===== src/rtl/pulse_cmd_decoder.sv =====
// ---------------------------------------------------------------------------
// pulse_cmd_decoder
//   Decodes framed UART commands that program the pulse generator timing
//   registers, and answers each complete frame with an ACK/NAK byte.
//
//   Frame: 0xA5, addr, D0, D1, D2, D3 (LSB first), csum
//          csum = addr ^ D0 ^ D1 ^ D2 ^ D3
//   Address map: 0 period, 1 p1_width, 2 delay, 3 p2_width, 4 ctrl[15:0]
//
//   Accepted writes land in a shadow bank first. The shadow bank is copied
//   to the active outputs at the next period_start, or on the following
//   cycle when the generator is not running (ctrl[0] == 0).
//
// Ports
//   clk, reset          clock, asynchronous active-high reset
//   rx_data, rx_valid   received UART byte and its one-cycle strobe
//   period_start        one-cycle strobe at each Sync period boundary
//   period, p1_width,
//   delay, p2_width     active timing registers
//   ctrl                active control: [0] run, [1] cpmg_mode, [15:8] cpmg_count
//   tx_data, tx_valid,
//   tx_ready            response byte handshake (0x06 ACK / 0x15 NAK)
//   pending             shadow values waiting to be applied
// ---------------------------------------------------------------------------
module pulse_cmd_decoder #(
  parameter int unsigned TIMEOUT_CYCLES = 20000,
  parameter logic [31:0] PERIOD_RST     = 32'd600000,
  parameter logic [31:0] P1_RST         = 32'd30,
  parameter logic [31:0] P2_RST         = 32'd60,
  parameter logic [31:0] DELAY_RST      = 32'd200
) (
  input  logic        clk,
  input  logic        reset,
  input  logic [7:0]  rx_data,
  input  logic        rx_valid,
  input  logic        period_start,
  output logic [31:0] period,
  output logic [31:0] p1_width,
  output logic [31:0] delay,
  output logic [31:0] p2_width,
  output logic [15:0] ctrl,
  output logic [7:0]  tx_data,
  output logic        tx_valid,
  input  logic        tx_ready,
  output logic        pending
);

  localparam logic [7:0]  SYNC_BYTE = 8'hA5;
  localparam logic [7:0]  ACK_BYTE  = 8'h06;
  localparam logic [7:0]  NAK_BYTE  = 8'h15;
  localparam logic [31:0] TO_LAST   = 32'(TIMEOUT_CYCLES - 1);

  typedef enum logic [2:0] {
    S_IDLE,
    S_ADDR,
    S_D0,
    S_D1,
    S_D2,
    S_D3,
    S_CSUM
  } state_t;

  state_t      state;
  logic [31:0] to_cnt;
  logic [7:0]  addr_r;
  logic [7:0]  csum_r;
  logic [31:0] data_r;

  logic [31:0] sh_period;
  logic [31:0] sh_p1_width;
  logic [31:0] sh_delay;
  logic [31:0] sh_p2_width;
  logic [15:0] sh_ctrl;

  logic        frame_done;
  logic        csum_ok;
  logic        addr_ok;
  logic        commit;
  logic        apply;
  logic [7:0]  resp_byte;

  always_comb begin
    frame_done = rx_valid && (state == S_CSUM);
    csum_ok    = (csum_r == rx_data);
    addr_ok    = (addr_r < 8'd5);
    commit     = frame_done && csum_ok && addr_ok;
    // Shadows move to active on a period boundary, or immediately when the
    // generator is stopped so a paused system never waits for a strobe.
    apply      = pending && (period_start || !ctrl[0]);
    resp_byte  = (csum_ok && addr_ok) ? ACK_BYTE : NAK_BYTE;
  end

  always_ff @(posedge clk or posedge reset) begin
    if (reset) begin
      state       <= S_IDLE;
      to_cnt      <= '0;
      addr_r      <= '0;
      csum_r      <= '0;
      data_r      <= '0;
      sh_period   <= PERIOD_RST;
      sh_p1_width <= P1_RST;
      sh_delay    <= DELAY_RST;
      sh_p2_width <= P2_RST;
      sh_ctrl     <= '0;
      period      <= PERIOD_RST;
      p1_width    <= P1_RST;
      delay       <= DELAY_RST;
      p2_width    <= P2_RST;
      ctrl        <= '0;
      pending     <= 1'b0;
      tx_data     <= '0;
      tx_valid    <= 1'b0;
    end else begin
      // Frame receiver and inter-byte timeout
      if (rx_valid) begin
        to_cnt <= '0;
        case (state)
          S_IDLE: if (rx_data == SYNC_BYTE) state <= S_ADDR;
          S_ADDR: begin
            addr_r <= rx_data;
            csum_r <= rx_data;
            state  <= S_D0;
          end
          S_D0: begin
            data_r[7:0] <= rx_data;
            csum_r      <= csum_r ^ rx_data;
            state       <= S_D1;
          end
          S_D1: begin
            data_r[15:8] <= rx_data;
            csum_r       <= csum_r ^ rx_data;
            state        <= S_D2;
          end
          S_D2: begin
            data_r[23:16] <= rx_data;
            csum_r        <= csum_r ^ rx_data;
            state         <= S_D3;
          end
          S_D3: begin
            data_r[31:24] <= rx_data;
            csum_r        <= csum_r ^ rx_data;
            state         <= S_CSUM;
          end
          default: state <= S_IDLE;
        endcase
      end else if (state != S_IDLE) begin
        if (to_cnt == TO_LAST) begin
          state  <= S_IDLE;
          to_cnt <= '0;
        end else begin
          to_cnt <= to_cnt + 32'd1;
        end
      end else begin
        to_cnt <= '0;
      end

      // Shadow write on an accepted frame
      if (commit) begin
        case (addr_r[2:0])
          3'd0:    sh_period   <= data_r;
          3'd1:    sh_p1_width <= data_r;
          3'd2:    sh_delay    <= data_r;
          3'd3:    sh_p2_width <= data_r;
          3'd4:    sh_ctrl     <= data_r[15:0];
          default: ;
        endcase
      end

      // Apply uses the shadows as they were before this edge; a commit on
      // the same edge therefore stays pending for the next boundary.
      if (apply) begin
        period   <= sh_period;
        p1_width <= sh_p1_width;
        delay    <= sh_delay;
        p2_width <= sh_p2_width;
        ctrl     <= sh_ctrl;
        pending  <= 1'b0;
      end
      if (commit) pending <= 1'b1;

      // Single-entry response slot; a response arriving while the slot is
      // occupied is discarded, even on the cycle the slot is being drained.
      if (tx_valid) begin
        if (tx_ready) tx_valid <= 1'b0;
      end else if (frame_done) begin
        tx_valid <= 1'b1;
        tx_data  <= resp_byte;
      end
    end
  end

endmodule


===== config.mk =====
export PLATFORM = sky130hd
export DESIGN_NAME = pulse_cmd_decoder
export DESIGN_NICKNAME = d
export VERILOG_FILES = /design/src/rtl/pulse_cmd_decoder.sv
export SDC_FILE = /design/constraint.sdc
export NUM_CORES = 1
export LEC_CHECK = 0
export ABC_AREA = 1
export BUFFER_PORTS_ARGS = -buffer_cell sky130_fd_sc_hd__buf_2
export CAP_MARGIN = 20
export CORE_UTILIZATION = 63
export CTS_CLUSTER_SIZE = 40
export DETAILED_ROUTE_END_ITERATION = 7
export GPL_ROUTABILITY_DRIVEN = 0
export HOLD_SLACK_MARGIN = 0.06
export PLACE_DENSITY = 0.95
export SLEW_MARGIN = 10
export SYNTH_ARGS = -nofsm -noshare
export SYNTH_HDL_FRONTEND = slang
export SYNTH_SLANG_ARGS = --single-unit

===== constraint.sdc =====
create_clock -name clk -period 32.6 [get_ports clk]
set_clock_uncertainty 0.2 [all_clocks]
set_input_delay 6.52 -clock clk [delete_from_list [all_inputs] [get_ports clk]]
set_output_delay 6.52 -clock clk [all_outputs]
set_load 0.01 [all_outputs]

# After elaboration in Yosys (flattened, before gate mapping)
# Index checks and enable logic that the tools add are counted.
[totals] output_inout_bits=154 inputBits=13 reg_bits=381
[op_classes] reduce_logical=28 n_eq_ne=14 n_addsub=1 bitwise=2 muxes=15 order_cmp=1
[op_table] op="two-way mux 32 bit" n=3
[op_table] op="adder 32 x 1 -> 32 bit, second input constant" n=1
[op_table] op="equality test 32 x 15 -> 1 bit, second input constant" n=1
[op_table] op="AND reduction 2 bit" n=12
[op_table] op="one-hot mux 3 bit (6 select lines)" n=1
[op_table] op="one-hot mux 8 bit (2 select lines)" n=1
[op_table] op="equality test 3 x 2 -> 1 bit, second input constant" n=4
[op_table] op="equality test 3 bit, second input constant" n=4
[op_table] op="two-way mux 3 bit" n=4
[op_table] op="equality test 8 bit" n=1
[op_table] op="equality test 8 bit, second input constant" n=1
[op_table] op="less-than comparator 8 x 3 -> 1 bit, second input constant" n=1
[op_table] op="nonzero test 2 bit" n=4
[op_table] op="bitwise XOR 8 bit" n=1
[op_table] op="equality test 3 x 1 -> 1 bit, second input constant" n=2
[op_table] op="logical NOT 3 bit" n=2
[op_table] op="logical AND 1 bit" n=5
[op_table] op="two-way mux 1 bit" n=5
[op_table] op="two-way mux 5 bit" n=1
[op_table] op="OR reduction 4 bit" n=1
[op_table] op="inequality test 3 bit, second input constant" n=1
[op_table] op="AND reduction 3 bit" n=1
[op_table] op="nonzero test 3 bit" n=1
[op_table] op="logical NOT 1 bit" n=1
[op_table] op="2 further kinds" n=2

# Depth between registers and ports, before layout
# Gate-level depths: netlist of run 1.
[logic_depth] word_depth=5 mapped_depth=11 depth_no_buf=10

# Least setup slack after synthesis of run 1
# No wires, ideal clock.
[synth_path] kind="input-to-reg" startpoint="input period_start" endpoint="register ctrl[0]" arrival_ps=7658 setup_ps=125 path_stages=6 setup_slack_ps=24617 n_path_buf=2 path_cell_list="inv_1 -> nand2_1 -> nand2_1 -> clkbuf_1 -> buf_2 -> mux2_2"
[synth_between] elab_chain_len=2
[synth_lines] item="start, declared" line_no="36" rtl="input logic period_start,"
[synth_lines] item="logical OR 1 bit" line_no="89" rtl="apply = pending && (period_start || !ctrl[0]);"
[synth_lines] item="logical AND 1 bit" line_no="89"
[synth_lines] item="end signal, assigned" line_no="176" rtl="ctrl <= sh_ctrl;"
[synth_lines] item="end, declared" line_no="41" rtl="output logic [15:0] ctrl,"
# Every way passes these cells.
# A chain may end at the register's enable or synchronous reset.

# Worst setup path in the final report of run 1
[layout_path] startpoint="input rx_data[2]" endpoint="register sh_delay[26]"
[layout_between] elab_chain_len=4
[layout_lines] item="start, declared" line_no="34" rtl="input logic [7:0] rx_data,"
[layout_lines] item="equality test 8 bit" line_no="84" rtl="csum_ok = (csum_r == rx_data);"
[layout_lines] item="logical AND 1 bit (2 in series)" line_no="86" rtl="commit = frame_done && csum_ok && addr_ok;"
[layout_lines] item="AND reduction 2 bit (no source line)"
[layout_lines] item="end signal, assigned" line_no="162" rtl="3'd2: sh_delay <= data_r;"
[layout_lines] item="end, declared" line_no="71" rtl="logic [31:0] sh_delay;"
# Every way passes these cells.

==> summary.txt, run 1 <==
Min path
  • Hold Path End: tx_data[2]$_DFFE_PP0P_
  • Worst hold path stage count: 2
  • Hold Crit Class: reg -> reg
  • Hold Crit Start: tx_data[2]$_DFFE_PP0P_

Timing
  • Worst slew pin tran: 1.092 ns
  • Final setup fails: 0
  • Final Max Slew Viols: 0
  • Hold Slack: between 0.2 and 0.3 ns
  • Slew margin rel.: 27.18%
  • Fin crit period: between 8 and 9 ns
  • Setup TNS: 0 ns
  • Worst Setup Slack, final: 23.75 ns
  • Fin crit share: a little over a quarter
  • RSZ-0062 raised after global routing: false
  • Top achievable clock speed: 113.0 MHz
  • Final Hold Fails: 0

Floorplanning
  • I/O pins: 167
  • Die Width: 159.9 um
  • Core ar.: roughly 0.024 mm^2
  • Rows: 57
  • Initial core utilization: between 60% and 70%
  • Die Y: 159.9 um
  • Die ar.: 0.02555 mm^2

Yosys
  • Post-synth top area share: 53.88%
  • Cell count after synthesis: 1542
  • Largest cells by area after synthesis: dfrtp_1 54%, nand2_1 12%, mux2_2 10%
  • EDFF count, synth: 0
  • Count of cell types in the netlist: 30
  • Mean Syn Cell Area: 10.18 um^2
  • Synth Flop Type: dfrtp_1
  • Commonest cells in the netlist: 501 x nand2_1, 338 x dfrtp_1, 144 x mux2_2, 139 x nand4_1, 98 x nor2_1
  • Asr flop ratio synth: between 90% and 100%
  • Number of synthesized register bits: 376
  • Register area share after synthesis: 60.24%
  • Area leader, netlist: dfrtp_1
  • Most frequent cell after synthesis: nand2_1
  • Yosys warning count: 0
  • Post-Syn Area: 0.01570 mm^2

Global route
  • Vias in the first global route: 12900
  • First-pass GRT wire length: ~71000 um
  • Total gr overflow: 0
  • Global Route Usage Sum: a little over a third
  • Initial antenna violation count: 2
  • Largest net degree at the start of global routing: 152

Worst setup path
  • CP Cell Sequence: buf_2 > inv_1 > nand2_1 > nand2_1 > nand2_1 > inv_1 > nand2_1 > nor2_4 > buf_4 > buf_4 > nand4_1 > nand2_1
  • Crit path max fanout: 66
  • Register-to-Register Path Depth: 9
  • R2r endpoint: sh_delay[26]$_DFFE_PP0P_
  • WP data required: 32.85 ns
  • CP endpoint kind: flop
  • Critical path data arrival time: 9.10 ns
  • Critical Setup Path Class: in -> reg
  • Slowest stage delay, CP: 0.66 ns
  • Reg2reg setup slack: a little under 30 ns
  • Cell repeated most along the worst path: nand2_1
  • Worst r2r src: addr_r[0]$_DFFE_PP0P_
  • Critical Path Source Type: input pin
  • Slowest CP cell: buf_4
  • Critical Path Source: rx_data[2]

Power
  • Pwr Total: about 1.2 mW
  • Leakage power: 9.536 nW
  • Total power divided by cell area: 65.90 mW/mm^2
  • Worst IR Drop VDD: 0.04342 mV

CTS
  • Post-CTS Hold Fix Bufs: 0
  • CTS buffer count: 37
  • CTS root buffer: clkbuf_16
  • Postcts setup bufs: 0
  • Reg clk slew, reported paths: around 0.06 ns
  • Worst skew pair latency: 0.53 ns
  • Clk sink count: 376
  • Clock Tree Buf Depth: 3
  • Post-CTS resize count: 0
  • CTS tree: done
  • # H-tree levels: 2

Final layout
  • Multi-input logic area: 0.005600 mm^2
  • Layout cells sized above 1: about 25%
  • Area grow syn2layout: 13.84%
  • Reg area: 0.009458 mm^2
  • Post-route cell area: 0.01787 mm^2
  • Fill cell count: between 1000 and 1500
  • Total Nets Final: 1690

Drt
  • Pre-Repair DR Iteration Count: 6
  • Drt via density: 6.459
  • 1st-iter DRT viols: between 1500 and 2000
  • Via count: 13090
  • DRC viols: 0
  • Post-DRT Antenna Nets: 0
  • Wire per inst: 22.39 um
  • Final WL: 45390 um

Status
  • Status: completed

Job
  • MaxCap Viol Count: 0

Place
  • IO Port Bufs: 162
  • Dpl hpwl: 25900 um
  • Pre-CTS setup slack: between 20 and 25 ns
  • Placed cell area: 0.01660 mm^2
## layer usage
metal	GRT usage, %	share of wire, %	up-vias
li1	-	-	5376
met1	45.73	35	6284
met2	56.99	46	1113
met3	9.818	12	320
met4	20.82	7.1	0
met5	0	0	-
## worst max-delay path, delay by kind of cell
kind,cells,cell delay (ns)
buffers and inverters,5,1.61
and+or+nand+nor,7,0.88
## where the power goes
group	switching [mW]	internal (mW)	leakage [nW]
clock network	0.183	0.254	0.590
registers	0.0798	0.496	5.04
logic	0.127	0.0370	3.91
total	0.390	0.788	9.54
## worst max path at each step
stage                               endpoint  slack [ns]  cells past startpoint
global route        sh_delay[26]$_DFFE_PP0P_       23.67                     12
global placement      period[15]$_DFFE_PP0P_       23.51                      6
floorplan              addr_r[0]$_DFFE_PP0P_       15.50                      1
detailed placement  p1_width[14]$_DFFE_PP0P_       23.42                      6
finish              sh_delay[26]$_DFFE_PP0P_       23.75                     12
CTS                    delay[14]$_DFFE_PP0P_       23.92                      6
## stage by stage
| step | util (%) | std cells |
|---|---|---|
| 4_1_cts | 73.08 | 2024 |
| 2_1_floorplan | - | 1545 |
| 3_5_place_dp | 68.08 | 1957 |
| 6_report | 73.27 | 2027 |
| 5_1_grt | 73.26 | 2026 |
| 3_3_place_gp | 68.08 | 1957 |
## registers in the layout, indices dropped and copies added, names as in the netlist, 8 cells and up
name / flops
data_r: 32
delay: 32
p1_width: 32
p2_width: 32
period: 32
sh_delay: 32
sh_p1_width: 32
sh_p2_width: 32
sh_period: 32
to_cnt: 32
ctrl: 16
sh_ctrl: 16
addr_r: 8
csum_r: 8
## cells in the final DEF, fill, tap and decap left out, types with 5 or more instances in the layout
master / Yosys / final
nor3_1: 14 / 14
nand4_1: 139 / 139
buf_4: 7 / 14
nand2_1: 501 / 500
clkbuf_8: 0 / 5
xnor2_1: 9 / 9
clkbuf_16: 0 / 37
nand3_1: 20 / 20
clkinv_2: 0 / 5
mux2_2: 144 / 144
dfrtp_1: 338 / 337
xor2_1: 13 / 13
buf_2: 13 / 162
o21ai_0: 59 / 59
dfstp_2: 38 / 38
nor2_1: 98 / 96
inv_1: 53 / 51
clkbuf_1: 51 / 11
inv_2: 5 / 6
## kinds of logic after synthesis
family / synth area share (%)
mux: 10.33
simple gates: 21.30
flops: 60.24
buf+inv: 4.336
xor+xnor: 1.227
fa+ha+maj: 0.2391
compound gates: 2.303
other cells: 0.02389
## layout make-up
cell class / instances / area share (%)
flip-flops and latches: 376 / 52.92
multi-input cells: 1023 / 31.34
clock buffers: 53 / 5.797
repair buffers: 178 / 5.363
well taps: 324 / 2.268
inverters: 58 / 1.260
clock inverters: 14 / 1.036
diodes: 1 / 0.01400
Power figures use the tool's default switching activity.
==> run 2, diff against run 1 <==
CORE_UTILIZATION = 53   (was 63)
PLACE_DENSITY = 0.87   (was 0.95)
clock period = 7.2 ns   (was 32.6 ns; I/O delays follow)
==> summary.txt, run 2 (synthesized netlist as in run 1, its figures left out) <==
Floorplanning
  • Initial core utilization: 54.25% (was 64.36%)
  • Die ar.: 0.03031 mm^2 (was 0.02555 mm^2)
  • Core ar.: 0.02894 mm^2 (was 0.02439 mm^2)
  • I/O pins: 167 (unchanged)
  • Die Y: 174.1 um (was 159.9 um)
  • Rows: 62 (was 57)
  • Die Width: 174.1 um (was 159.9 um)

Worst setup path
  • Crit path max fanout: 92 (was 66)
  • Register-to-Register Path Depth: 10 (was 9)
  • Reg2reg setup slack: 3.93 ns (was 29.38 ns)
  • Critical path data arrival time: 4.07 ns (was 9.10 ns)
  • Critical Path Source Type: input pin (unchanged)
  • Critical Setup Path Class: in -> reg (unchanged)
  • R2r endpoint: sh_delay[9]$_DFFE_PP0P_ (was sh_delay[26]$_DFFE_PP0P_)
  • WP data required: 7.47 ns (was 32.85 ns)
  • Worst r2r src: state[0]$_DFFE_PP0P_ (was addr_r[0]$_DFFE_PP0P_)
  • CP endpoint kind: flop (unchanged)

Final layout
  • Fill cell count: 2140 (was 1438)
  • Layout cells sized above 1: 25.91% (was 25.50%)
  • Fin cells: 2092 (was 2027)
  • Multi-input logic area: 0.005600 mm^2 (unchanged)
  • Commonest non-fill, non-tap cell in the layout: nand2_1 (unchanged)
  • Total Nets Final: 1692 (was 1690)
  • Reg area: 0.009458 mm^2 (unchanged)
  • Final core occ: 62.51% (was 73.27%)
  • Area grow syn2layout: 15.21% (was 13.84%)
  • Post-route cell area: 0.01809 mm^2 (was 0.01787 mm^2)
  • Most frequent cells in the layout: 500 x nand2_1, 337 x dfrtp_1, 162 x buf_2 (unchanged)

Min path
  • Hold Crit Start: sh_delay[7]$_DFFE_PP1P_ (was tx_data[2]$_DFFE_PP0P_)
  • Worst hold path stage count: 2 (unchanged)
  • Hold Crit Class: reg -> reg (unchanged)
  • Hold Path End: sh_delay[7]$_DFFE_PP1P_ (was tx_data[2]$_DFFE_PP0P_)

Power
  • Worst IR Drop VDD: 0.2455 mV (was 0.04342 mV)
  • Leakage power: 9.603 nW (was 9.536 nW)
  • Pwr Total: 5.389 mW (was 1.178 mW)
  • Total power divided by cell area: 298.0 mW/mm^2 (was 65.90 mW/mm^2)

CTS
  • Clock Tree Buf Depth: 3 (unchanged)
  • CTS tree: done (unchanged)
  • CTS buffer count: 39 (was 37)
  • Postcts setup bufs: 0 (unchanged)
  • # H-tree levels: 2 (unchanged)
  • Clk sink count: 376 (unchanged)
  • Post-CTS resize count: 0 (unchanged)
  • Reg clk slew, reported paths: 0.06 ns (about the same)
  • CTS root buffer: clkbuf_16 (unchanged)
  • Post-CTS Hold Fix Bufs: 0 (unchanged)
  • Worst skew pair latency: 0.53 ns (about the same)

Timing
  • Hold Slack: 0.2628 ns (was 0.2667 ns)
  • Worst Setup Slack, final: 3.399 ns (was 23.75 ns)
  • Final Hold Fails: 0 (unchanged)
  • Fin crit period: 3.801 ns
  • Final Max Slew Viols: 0 (unchanged)
  • Top achievable clock speed: around 260 MHz
  • Fin crit share: 52.79%
  • Setup TNS: 0 ns (unchanged)
  • Worst slew pin tran: 0.9804 ns (was 1.092 ns)
  • Slew margin rel.: 34.64% (was 27.18%)
  • RSZ-0062 raised after global routing: false (unchanged)
  • Final setup fails: 0 (unchanged)

Status
  • Status: completed (unchanged)

Drt
  • 1st-iter DRT viols: 1360 (was 1663)
  • Final WL: 40710 um (was 45390 um)
  • Drt via density: 5.786 (was 6.459)
  • Wire per inst: 19.46 um (was 22.39 um)
  • DRC viols: 0 (unchanged)
  • Pre-Repair DR Iteration Count: 8 (was 6)
  • Post-DRT Antenna Nets: 0 (unchanged)
  • Via count: 12110 (was 13090)

Global route
  • Routing usage on met3: 6.015% (was 9.818%)
  • First-pass GRT wire length: 64380 um (was 71400 um)
  • Vias in the first global route: 11870 (was 12900)
  • Largest net degree at the start of global routing: 180 (was 152)
  • Global Route Usage Sum: 27.00% (was 36.25%)
  • Initial antenna violation count: 5 (was 2)
  • Grt peak-use layer: met2 (unchanged)
  • Total gr overflow: 0 (unchanged)
  • GRT met1 Usage: 34.72% (was 45.73%)
  • Met2 usage: 44.22% (was 56.99%)

Place
  • Dpl hpwl: 25380 um (was 25900 um)
  • Placed Cells: 2017 (was 1957)
  • Placed cell area: 0.01669 mm^2 (was 0.01660 mm^2)
  • Pre-CTS setup slack: 2.968 ns (was 23.42 ns)
  • IO Port Bufs: 162 (unchanged)

Job
  • MaxCap Viol Count: 0 (unchanged)
==> run 2: worst max path at each step <==
stage	start	to	cells past startpoint
floorplan	reset	addr_r[0]$_DFFE_PP0P_	1
global placement	rx_data[1]	sh_p1_width[21]$_DFFE_PP0P_	11
detailed placement	rx_data[1]	sh_p1_width[26]$_DFFE_PP0P_	11
CTS	rx_data[7]	sh_delay[10]$_DFFE_PP0P_	11
global route	rx_valid	sh_delay[9]$_DFFE_PP0P_	10
finish	rx_valid	sh_delay[9]$_DFFE_PP0P_	10
==> run 2: cell type report <==
cell class | instances | area share [%]
Inverter | 58 | 1.224
Antenna cell | 2 | 0.02767
Multi-Input combinational cell | 1023 | 30.96
Clock buffer | 58 | 6.454
Timing Repair Buffer | 178 | 5.327
Sequential cell | 376 | 52.29
Clock inverter | 13 | 1.058
Tap cell | 384 | 2.656
==> run 2: critical path, stage by stage <==
cell and delay [ns]:
buf_2 0.15, nand2_1 0.10, nor2_1 0.18, nand2_1 0.11, inv_1 0.07, nand2_1 0.08, nor2_4 0.69, buf_4 0.83
nand4_1 0.22, nand2_1 0.14
==> run 2: report_power, final <==
group,internal [mW],switching (mW)
Combinational,0.173,0.539
Clock,1.27,0.832
Sequential,2.25,0.324
Total,3.69,1.69
==> run 2: routing by layer <==
metal  share of wire (%)  routed length [um]  vias to the layer above
met5               0.091                  37                        -
met4                 4.6                1872                        6
met3                 8.8                3588                      138
met2                  48               19560                      622
met1                  38               15650                     5956
li1                    -                   -                     5383
